## src/rtl/if_fetch_unit.sv

```systemverilog
// Instruction-fetch stage: owns the fetch PC, runs the imem req/ack handshake and buffers
// returned words in a small FIFO feeding IF/ID. Define FETCH_PERF_EN to add perf counters.
module if_fetch_unit #(
    parameter int          PC_W      = 12,
    parameter int          INST_W    = 19,
    parameter int unsigned RESET_PC  = 32'd0,
    parameter int          BUF_DEPTH = 2
) (
    input  logic              clk,
    input  logic              reset,
    input  logic              stall,
    input  logic              redirect,
    input  logic [PC_W-1:0]   redirect_pc,
    output logic              imem_req,
    output logic [PC_W-1:0]   imem_addr,
    input  logic              imem_ack,
    input  logic [INST_W-1:0] imem_data,
    output logic [INST_W-1:0] data,
    output logic [PC_W-1:0]   PCplus,
    output logic              IF_Flush
`ifdef FETCH_PERF_EN
    ,
    output logic [15:0]       perf_fetch_cnt,
    output logic [15:0]       perf_drop_cnt
`endif
);

    localparam int PTR_W = $clog2(BUF_DEPTH);
    localparam int CNT_W = PTR_W + 1;
    localparam logic [CNT_W-1:0] DEPTH_C = CNT_W'(BUF_DEPTH);

    typedef enum logic [0:0] {
        ST_FETCH   = 1'b0,
        ST_DISCARD = 1'b1
    } state_e;

    state_e            state_q, state_d;
    logic [PC_W-1:0]   fetch_pc_q, fetch_pc_d;
    logic [PC_W-1:0]   req_addr_q, req_addr_d;
    logic              outst_q, outst_d;
    logic [PTR_W-1:0]  wr_ptr_q, wr_ptr_d;
    logic [PTR_W-1:0]  rd_ptr_q, rd_ptr_d;
    logic [CNT_W-1:0]  count_q, count_d;
    logic [INST_W-1:0] inst_mem_q [BUF_DEPTH];
    logic [PC_W-1:0]   pcp_mem_q  [BUF_DEPTH];
    logic              push_s, pop_s, flush_s, ack_s, empty_s;
    logic [PC_W-1:0]   pc_inc_s;

    // Request is gated by reset so it is low as soon as reset asserts, with no clock.
    assign imem_req  = reset & (outst_q | (state_q == ST_DISCARD) | (count_q < DEPTH_C));
    assign imem_addr = outst_q ? req_addr_q : fetch_pc_q;
    assign ack_s     = imem_req & imem_ack;
    assign IF_Flush  = redirect;
    assign empty_s   = (count_q == {CNT_W{1'b0}});
    assign pc_inc_s  = fetch_pc_q + PC_W'(1'b1);
    assign data      = empty_s ? {INST_W{1'b0}} : inst_mem_q[rd_ptr_q];
    assign PCplus    = empty_s ? {PC_W{1'b0}}   : pcp_mem_q[rd_ptr_q];

    // Next-state: handshake tracking, FETCH/DISCARD sequencing and FIFO bookkeeping.
    always_comb begin
        state_d    = state_q;
        fetch_pc_d = fetch_pc_q;
        outst_d    = outst_q;
        req_addr_d = req_addr_q;
        wr_ptr_d   = wr_ptr_q;
        rd_ptr_d   = rd_ptr_q;
        count_d    = count_q;
        push_s     = 1'b0;
        pop_s      = 1'b0;
        flush_s    = 1'b0;

        if (imem_req) begin
            outst_d    = ~imem_ack;
            req_addr_d = imem_addr;
        end else begin
            outst_d    = 1'b0;
            req_addr_d = req_addr_q;
        end

        case (state_q)
            ST_FETCH: begin
                if (redirect) begin
                    flush_s    = 1'b1;
                    fetch_pc_d = redirect_pc;
                    if (imem_req && !imem_ack) begin
                        state_d = ST_DISCARD;
                    end else begin
                        state_d = ST_FETCH;
                    end
                end else begin
                    push_s     = ack_s;
                    pop_s      = ~stall & ~empty_s;
                    fetch_pc_d = ack_s ? pc_inc_s : fetch_pc_q;
                end
            end
            ST_DISCARD: begin
                // Only the newest redirect target survives; the old word is never pushed.
                if (redirect) begin
                    flush_s    = 1'b1;
                    fetch_pc_d = redirect_pc;
                end else begin
                    fetch_pc_d = fetch_pc_q;
                end
                if (ack_s) begin
                    state_d = ST_FETCH;
                end else begin
                    state_d = ST_DISCARD;
                end
            end
            default: begin
                state_d = ST_FETCH;
            end
        endcase

        if (flush_s) begin
            wr_ptr_d = {PTR_W{1'b0}};
            rd_ptr_d = {PTR_W{1'b0}};
            count_d  = {CNT_W{1'b0}};
        end else begin
            wr_ptr_d = push_s ? wr_ptr_q + PTR_W'(1'b1) : wr_ptr_q;
            rd_ptr_d = pop_s  ? rd_ptr_q + PTR_W'(1'b1) : rd_ptr_q;
            case ({push_s, pop_s})
                2'b10:   count_d = count_q + CNT_W'(1'b1);
                2'b01:   count_d = count_q - CNT_W'(1'b1);
                default: count_d = count_q;
            endcase
        end
    end

    // Control state registers.
    always_ff @(posedge clk or negedge reset) begin
        if (!reset) begin
            state_q    <= ST_FETCH;
            fetch_pc_q <= PC_W'(RESET_PC);
            req_addr_q <= {PC_W{1'b0}};
            outst_q    <= 1'b0;
            wr_ptr_q   <= {PTR_W{1'b0}};
            rd_ptr_q   <= {PTR_W{1'b0}};
            count_q    <= {CNT_W{1'b0}};
        end else begin
            state_q    <= state_d;
            fetch_pc_q <= fetch_pc_d;
            req_addr_q <= req_addr_d;
            outst_q    <= outst_d;
            wr_ptr_q   <= wr_ptr_d;
            rd_ptr_q   <= rd_ptr_d;
            count_q    <= count_d;
        end
    end

    // FIFO storage; contents are masked by the empty flag so no reset is needed.
    always_ff @(posedge clk) begin
        if (push_s) begin
            inst_mem_q[wr_ptr_q] <= imem_data;
            pcp_mem_q[wr_ptr_q]  <= pc_inc_s;
        end
    end

`ifdef FETCH_PERF_EN
    logic [15:0] fetch_cnt_q, drop_cnt_q;
    logic [16:0] drop_sum_s;
    logic        drop_word_s;

    assign drop_word_s    = ack_s & (redirect | (state_q == ST_DISCARD));
    assign drop_sum_s     = {1'b0, drop_cnt_q} + 17'(drop_word_s)
                          + (flush_s ? 17'(count_q) : 17'd0);
    assign perf_fetch_cnt = fetch_cnt_q;
    assign perf_drop_cnt  = drop_cnt_q;

    // Saturating counters of pushed words and of dropped or flushed words.
    always_ff @(posedge clk or negedge reset) begin
        if (!reset) begin
            fetch_cnt_q <= 16'h0000;
            drop_cnt_q  <= 16'h0000;
        end else begin
            fetch_cnt_q <= (push_s && (fetch_cnt_q != 16'hFFFF)) ? fetch_cnt_q + 16'h0001
                                                                 : fetch_cnt_q;
            drop_cnt_q  <= drop_sum_s[16] ? 16'hFFFF : drop_sum_s[15:0];
        end
    end
`endif

endmodule
```

## config.mk

```make
export PLATFORM = sky130hd
export DESIGN_NAME = if_fetch_unit
export DESIGN_NICKNAME = d
export VERILOG_FILES = /design/src/rtl/if_fetch_unit.sv
export SDC_FILE = /design/constraint.sdc
export NUM_CORES = 1
export LEC_CHECK = 0
export CORE_MARGIN = 5
export CORE_UTILIZATION = 45
export CTS_BUF_LIST = sky130_fd_sc_hd__clkbuf_8 sky130_fd_sc_hd__clkbuf_16
export CTS_CLUSTER_DIAMETER = 120
export DETAILED_ROUTE_END_ITERATION = 10
export GPL_TIMING_DRIVEN = 0
export PLACE_DENSITY_LB_ADDON = 0.3
export SKIP_CTS_REPAIR_TIMING = 1
export SYNTH_ARGS = -nofsm -noshare
export SYNTH_HDL_FRONTEND = slang
export SYNTH_SLANG_ARGS = --single-unit
```

## constraint.sdc

```tcl
create_clock -name clk -period 5.3 [get_ports clk]
set_input_delay 1.06 -clock clk [delete_from_list [all_inputs] [get_ports clk]]
set_output_delay 1.06 -clock clk [all_outputs]
set_load 0.05 [all_outputs]
```

* Word level (Yosys, flattened, before mapping)
Memories as Yosys holds them, arrays and structs flattened.
Cells that the tools add are included.
** Cells by class
- $lt $le $gt $ge :: 1
- Reductions and logical operators :: 7
- Add/subtract/negate cells :: 5
- Equality and inequality tests :: 4
- Multiplexer cells :: 25
- Bitwise operators :: 9
** Operator list (number)
- $mux W12 :: 5
- $pmux W12 S2 :: 1
- $mux W19 :: 1
- $mux W1 :: 15
- $add A12 B1 Y12 const B :: 1
- $not A1 Y1 :: 4
- $pmux W2 S2 :: 1
- $reduce_bool A2 Y1 :: 2
- $and A1 B1 Y1 :: 3
- $ne A3 B3 Y1 const B :: 1
- $reduce_bool A3 Y1 :: 1
- $add A1 B1 Y1 const B :: 2
- $add A2 B1 Y2 const B :: 1
- $eq A2 B1 Y1 const B :: 1
- $eq A2 B2 Y1 const B :: 1
- $logic_not A2 Y1 :: 1
- $lt A2 B2 Y1 const B :: 1
- $mux W2 :: 1
- $ne A2 B2 Y1 const B :: 1
- $or A1 B1 Y1 :: 2
- $pmux W1 S2 :: 1
- $reduce_and A2 Y1 :: 1
- $sub A2 B1 Y2 const B :: 1
- $logic_and A1 B1 Y1 :: 1
- $logic_not A1 Y1 :: 1
** Word-level totals
- Output and inout bits :: 45
- Bits in writable memories :: 62
- Memories :: 2
- Bits of input ports :: 36
- Register bits after elaboration :: 30
** Memories
- inst_mem_q :: depth 2, bits a word 19, read ports 1, clocked after Yosys merged registers in 0, write ports 1, RTL line 44 : logic [INST_W-1:0] inst_mem_q [BUF_DEPTH];
- pcp_mem_q :: depth 2, bits a word 12, read ports 1, clocked after Yosys merged registers in 0, write ports 1, RTL line 45 : logic [PC_W-1:0] pcp_mem_q [BUF_DEPTH];

* Depth between registers and ports, before layout
- Word-level depth :: 9
- Mapped depth :: 7
- Mapped depth without buffers :: 5

* Worst setup path after synthesis
OpenSTA, ideal clock, no wires.
- Path type :: input port to flip-flop
- From :: input imem_ack
- To :: memory inst_mem_q[1][0] (enable)
- Arrival :: 3819 ps
- Setup slack :: 1016 ps
- Stages on the path :: 4
- Library setup time :: 464 ps
- Cell sequence :: and3b_1 nand2_1 buf_2 nor3b_1
** Between the ends
- Cells in the longest elaborated chain, start to end :: 5
** RTL lines
- start, declared :: RTL line 16 : input logic imem_ack,
- $and A1 B1 Y1 :: RTL line 52 : assign ack_s = imem_req & imem_ack;
- $mux W1 :: RTL line 82 : if (redirect) begin
- $mux W1 :: RTL line 80 : case (state_q)
- $mux W1 :: RTL line 153 : if (push_s) begin
- $mux W1 (implied by the code) :: RTL line 154 : inst_mem_q[wr_ptr_q] <= imem_data;
- end, declared :: RTL line 44
No other way between the ends.

* Final worst setup path
- From :: input reset
- To :: output imem_req
** Between the ends
- Cells in the longest elaborated chain, start to end :: 1
** RTL lines
- start, declared :: RTL line 10 : input logic reset,
- $and A1 B1 Y1 :: RTL line 50 : assign imem_req = reset & (outst_q | (state_q == ST_DISCARD) | (count_q < DEPTH_C));
- end, declared :: RTL line 14 : output logic imem_req,
No other way between the ends.

==> results.txt <==
- Relative contribution of the clock network to total power: between 30% and 40%
- The routed design has 8.24 mm of wire.
* Antenna Diode Count: 0
- Crit-path max FO: 34
- Area enclosed by the die boundary: 11200 um2
- STA puts the critical path data required time at 4240 ps.
* Worst reg2reg path endpoint: inst_mem_q[1][15]$_DFFE_PP_
* Placed wire-length estimate: 6.02 mm
* Most instantiated flip-flop cell in the synthesis netlist: sky130_fd_sc_hd__edfxtp_1
* Routed length per instance: 15.7 um
- Worst reg2reg setup slack: 2930 ps
- Once detail routing completed, the nets flagged for antenna violations numbered 0.
* RSZ-0062 raised after global routing: false
- Number of synthesized flops with an enable pin: 62
- Post-route total power: 1.70 mW
* Worst Path Arrival: approximately 3200 ps
- The area growth from synthesis to layout is 30.3%.
- The finished layout holds 524 standard cells, fillers aside.
- Hold path startpoint: req_addr_q[8]$_DFFE_PN0N_
* Synth async-reset ratio: about a third
- Entering global routing, the biggest net connects 35 pins.
* Depth of the CTS H-tree: 3
* Sequential group share of total power: 49.2%
- Final setup violation count: 0
- Global routing consumed, over all layers together, 15.3% of the routing resources.
- For this design the ratio of total power to cell area is around 320 nW/um2.
- In this run the horizontal extent of the chip is between 100 and 150 um.
- Worst setup startpoint: reset
* Ratio of cells with drive above 1 in the final layout: 11.6%
* Number of warning messages in the yosys log: 0
- Highest-count cells in the layout ignoring fill and taps: sky130_fd_sc_hd__clkdlybuf4s50_1, sky130_fd_sc_hd__edfxtp_1, sky130_fd_sc_hd__nor2_1
* Drt pass-1 iters: 4
- The final critical path takes up 79.7% of the cycle.
- Initial cell density of the core: 45.5%
- Slew of the pin with the lowest slew margin: 739 ps
* Maximum clock path buffer count: 2
- At the end of routability-driven placement, the weighted congestion stood at about 0.81.
* Portion of the post-synthesis area used by sequential elements: a little under two thirds
- STA classifies the critical path startpoint as a primary input.
* Total core area: 9060 um2
- The netlist uses 42 different library cells.
* Gr busiest metal: met2
* Clock Skew: 10.6 ps
- CP Capture Point: imem_req
- The startpoint identified for the worst register-to-register timing path is state_q$_DFF_PN0_.
- CP Capture Type: primary output
- DR iter-0 viols: 72
- VDD sags by at most ~0.17 mV.
- After technology mapping, the gate count stands at between 300 and 400.
- In the global route stage, met1 resource usage came out at 20.4%.
- Adding up every negative setup slack in the final design gives 0 ps.
- Number of CTS-inserted buffers: 9
- Result of the run: finished clean
- Combinational power share: 17.1%
- Synthesis inferred 92 register bits.
- Overall die height: between 100 and 150 um
- After clock tree synthesis, the clock-pin slew on the worst setup and hold paths is 90 ps.
- Worst reg-to-reg path cell count: 7
* Post-synthesis area per instance: 13.2 um2
* Remaining design rule violation count: 0
- TritonCTS clock tree: built
* Class of the most critical setup path: primary input to primary output
- Net Count, Synth: ~350
* Global Route met3 Usage: 4.10%
- The first global-routing pass estimated 13.5 mm of wire.
- Using the TritonRoute via totals, the vias-per-cell ratio works out to slightly above 5.
* Clock Sink Count: between 90 and 100
- After layout, the minimum clock period comes to 4220 ps.
- The clock reaches the later pin of the worst-skew pair after ~350 ps.
* Maximum achievable frequency: 237 MHz
- Number of global-route vias before repair: 2739
* Initial antenna violation count: 0
- Total via count in the routed design: 2647
- Internal: ~1.3 mW
- Worst slew margin relative to its limit: 50.5%
* Net switching power: between 0.4 and 0.5 mW
- For met2 alone, demand over resource in global routing was 24.3%.
* Post-Synthesis Cell Area: 4120 um2
- The floorplan has 35 rows.
- Summed over all cells, the static leakage comes to 1.91 nW.
- Max-capacitance violation count: 0
- Most common library cell in the layout ignoring fill and taps: sky130_fd_sc_hd__clkdlybuf4s50_1
- The number of slew-limit violations in the final report was 0.
- Remaining Overflow, GRT: 0
* Placed cells: 508
* Number of nets in the finished design: 445
- Root Buffer: sky130_fd_sc_hd__clkbuf_8
- In this run switching power makes up 26.2% of total power.
* # port buffers: 79
* I/O Pins: 81
- Final hold violation count: 0
- Min-Delay Path Class: flop to flop
## cells by family (layout without fill, tap and decap cells)
family | count (synthesis) | after routing | share of synthesized area [%]
and+or+nand+nor | 94 | 94 | 11.3
DFF | 92 | 92 | 63.4
muxes | 55 | 55 | 14.1
AOI/OAI and AO/OA | 25 | 25 | 3.46
buffers and inverters | 25 | 126 | 3.31
xor gates and xnor gates | 20 | 20 | 4.25
adders and majority gates | 1 | 1 | 0.303
## cell type report
type	instances	area, um2
Timing Repair Buffer	85	853
Clock inverter	6	110
Multi-Input combinational cell	195	1380
Fill cell	724	3690
Clock buffer	10	138
Sequential cell	92	2610
Tap cell	111	139
Inverter	4	15.0
Buffer	21	121
## flip-flops by register name, summed over array words and instances, names as in the netlist
signal,count
fetch_pc_q,12
count_q,2
inst_mem_q,38
wr_ptr_q,1
outst_q,1
pcp_mem_q,24
rd_ptr_q,1
req_addr_q,12
state_q,1
## critical path: stages
cell and delay, ps:
sky130_fd_sc_hd__buf_2 570, sky130_fd_sc_hd__nor2b_1 210, sky130_fd_sc_hd__buf_2 200, sky130_fd_sc_hd__buf_2 270, sky130_fd_sc_hd__clkdlybuf4s50_1 850
## Yosys cell counts, types with 6 or more instances
cell type,count,area (um2)
sky130_fd_sc_hd__buf_2,9,45.0
sky130_fd_sc_hd__clkbuf_1,6,22.5
sky130_fd_sc_hd__dfrtp_1,30,751
sky130_fd_sc_hd__edfxtp_1,62,1860
sky130_fd_sc_hd__mux2_1,19,214
sky130_fd_sc_hd__mux2i_1,32,320
sky130_fd_sc_hd__nand2_1,15,56.3
sky130_fd_sc_hd__nand3_1,6,30.0
sky130_fd_sc_hd__nor2_1,43,161
sky130_fd_sc_hd__nor3_1,7,35.0
sky130_fd_sc_hd__o21ai_1,12,60.1
sky130_fd_sc_hd__xnor2_1,12,105
sky130_fd_sc_hd__xor2_1,8,70.1
## how the worst min path moves through the flow
stage,endpoint,slack (ps),cells after the start
final,req_addr_q[8]$_DFFE_PN0N_,490,1
after global routing,req_addr_q[8]$_DFFE_PN0N_,510,1
after CTS,req_addr_q[2]$_DFFE_PN0N_,490,1
after detailed placement,req_addr_q[8]$_DFFE_PN0N_,470,1
after global placement,req_addr_q[1]$_DFFE_PN0N_,460,1
after floorplan,req_addr_q[11]$_DFFE_PN0N_,450,1
## per-stage QoR
step           util [%]  hold slack [ps]  setup slack, ps  cell area [um2]
2_1_floorplan         -              452             1020             4120
3_3_place_gp       55.7              462            -2040             5050
3_5_place_dp       56.5              471             1040             5120
4_1_cts            59.3              492             1020             5370
5_1_grt            59.3              508              869             5370
6_report           59.3              487             1080             5370
## routing by layer
metal,up-vias,routed length (um)
met1,1249,3920
met2,71,3740
li1,1316,-
met5,-,0
met4,0,110
met3,11,466
## power groups by stage
stage	clock (mW)	sequential, mW	combinational, mW
6_report	0.573	0.837	0.291
5_1_grt	0.612	0.843	0.313
4_1_cts	0.587	0.837	0.295
3_5_place_dp	0	0.853	0.293
3_3_place_gp	0	0.852	0.285
2_1_floorplan	0	0.846	0.190
(Power assumes the default switching activity.)
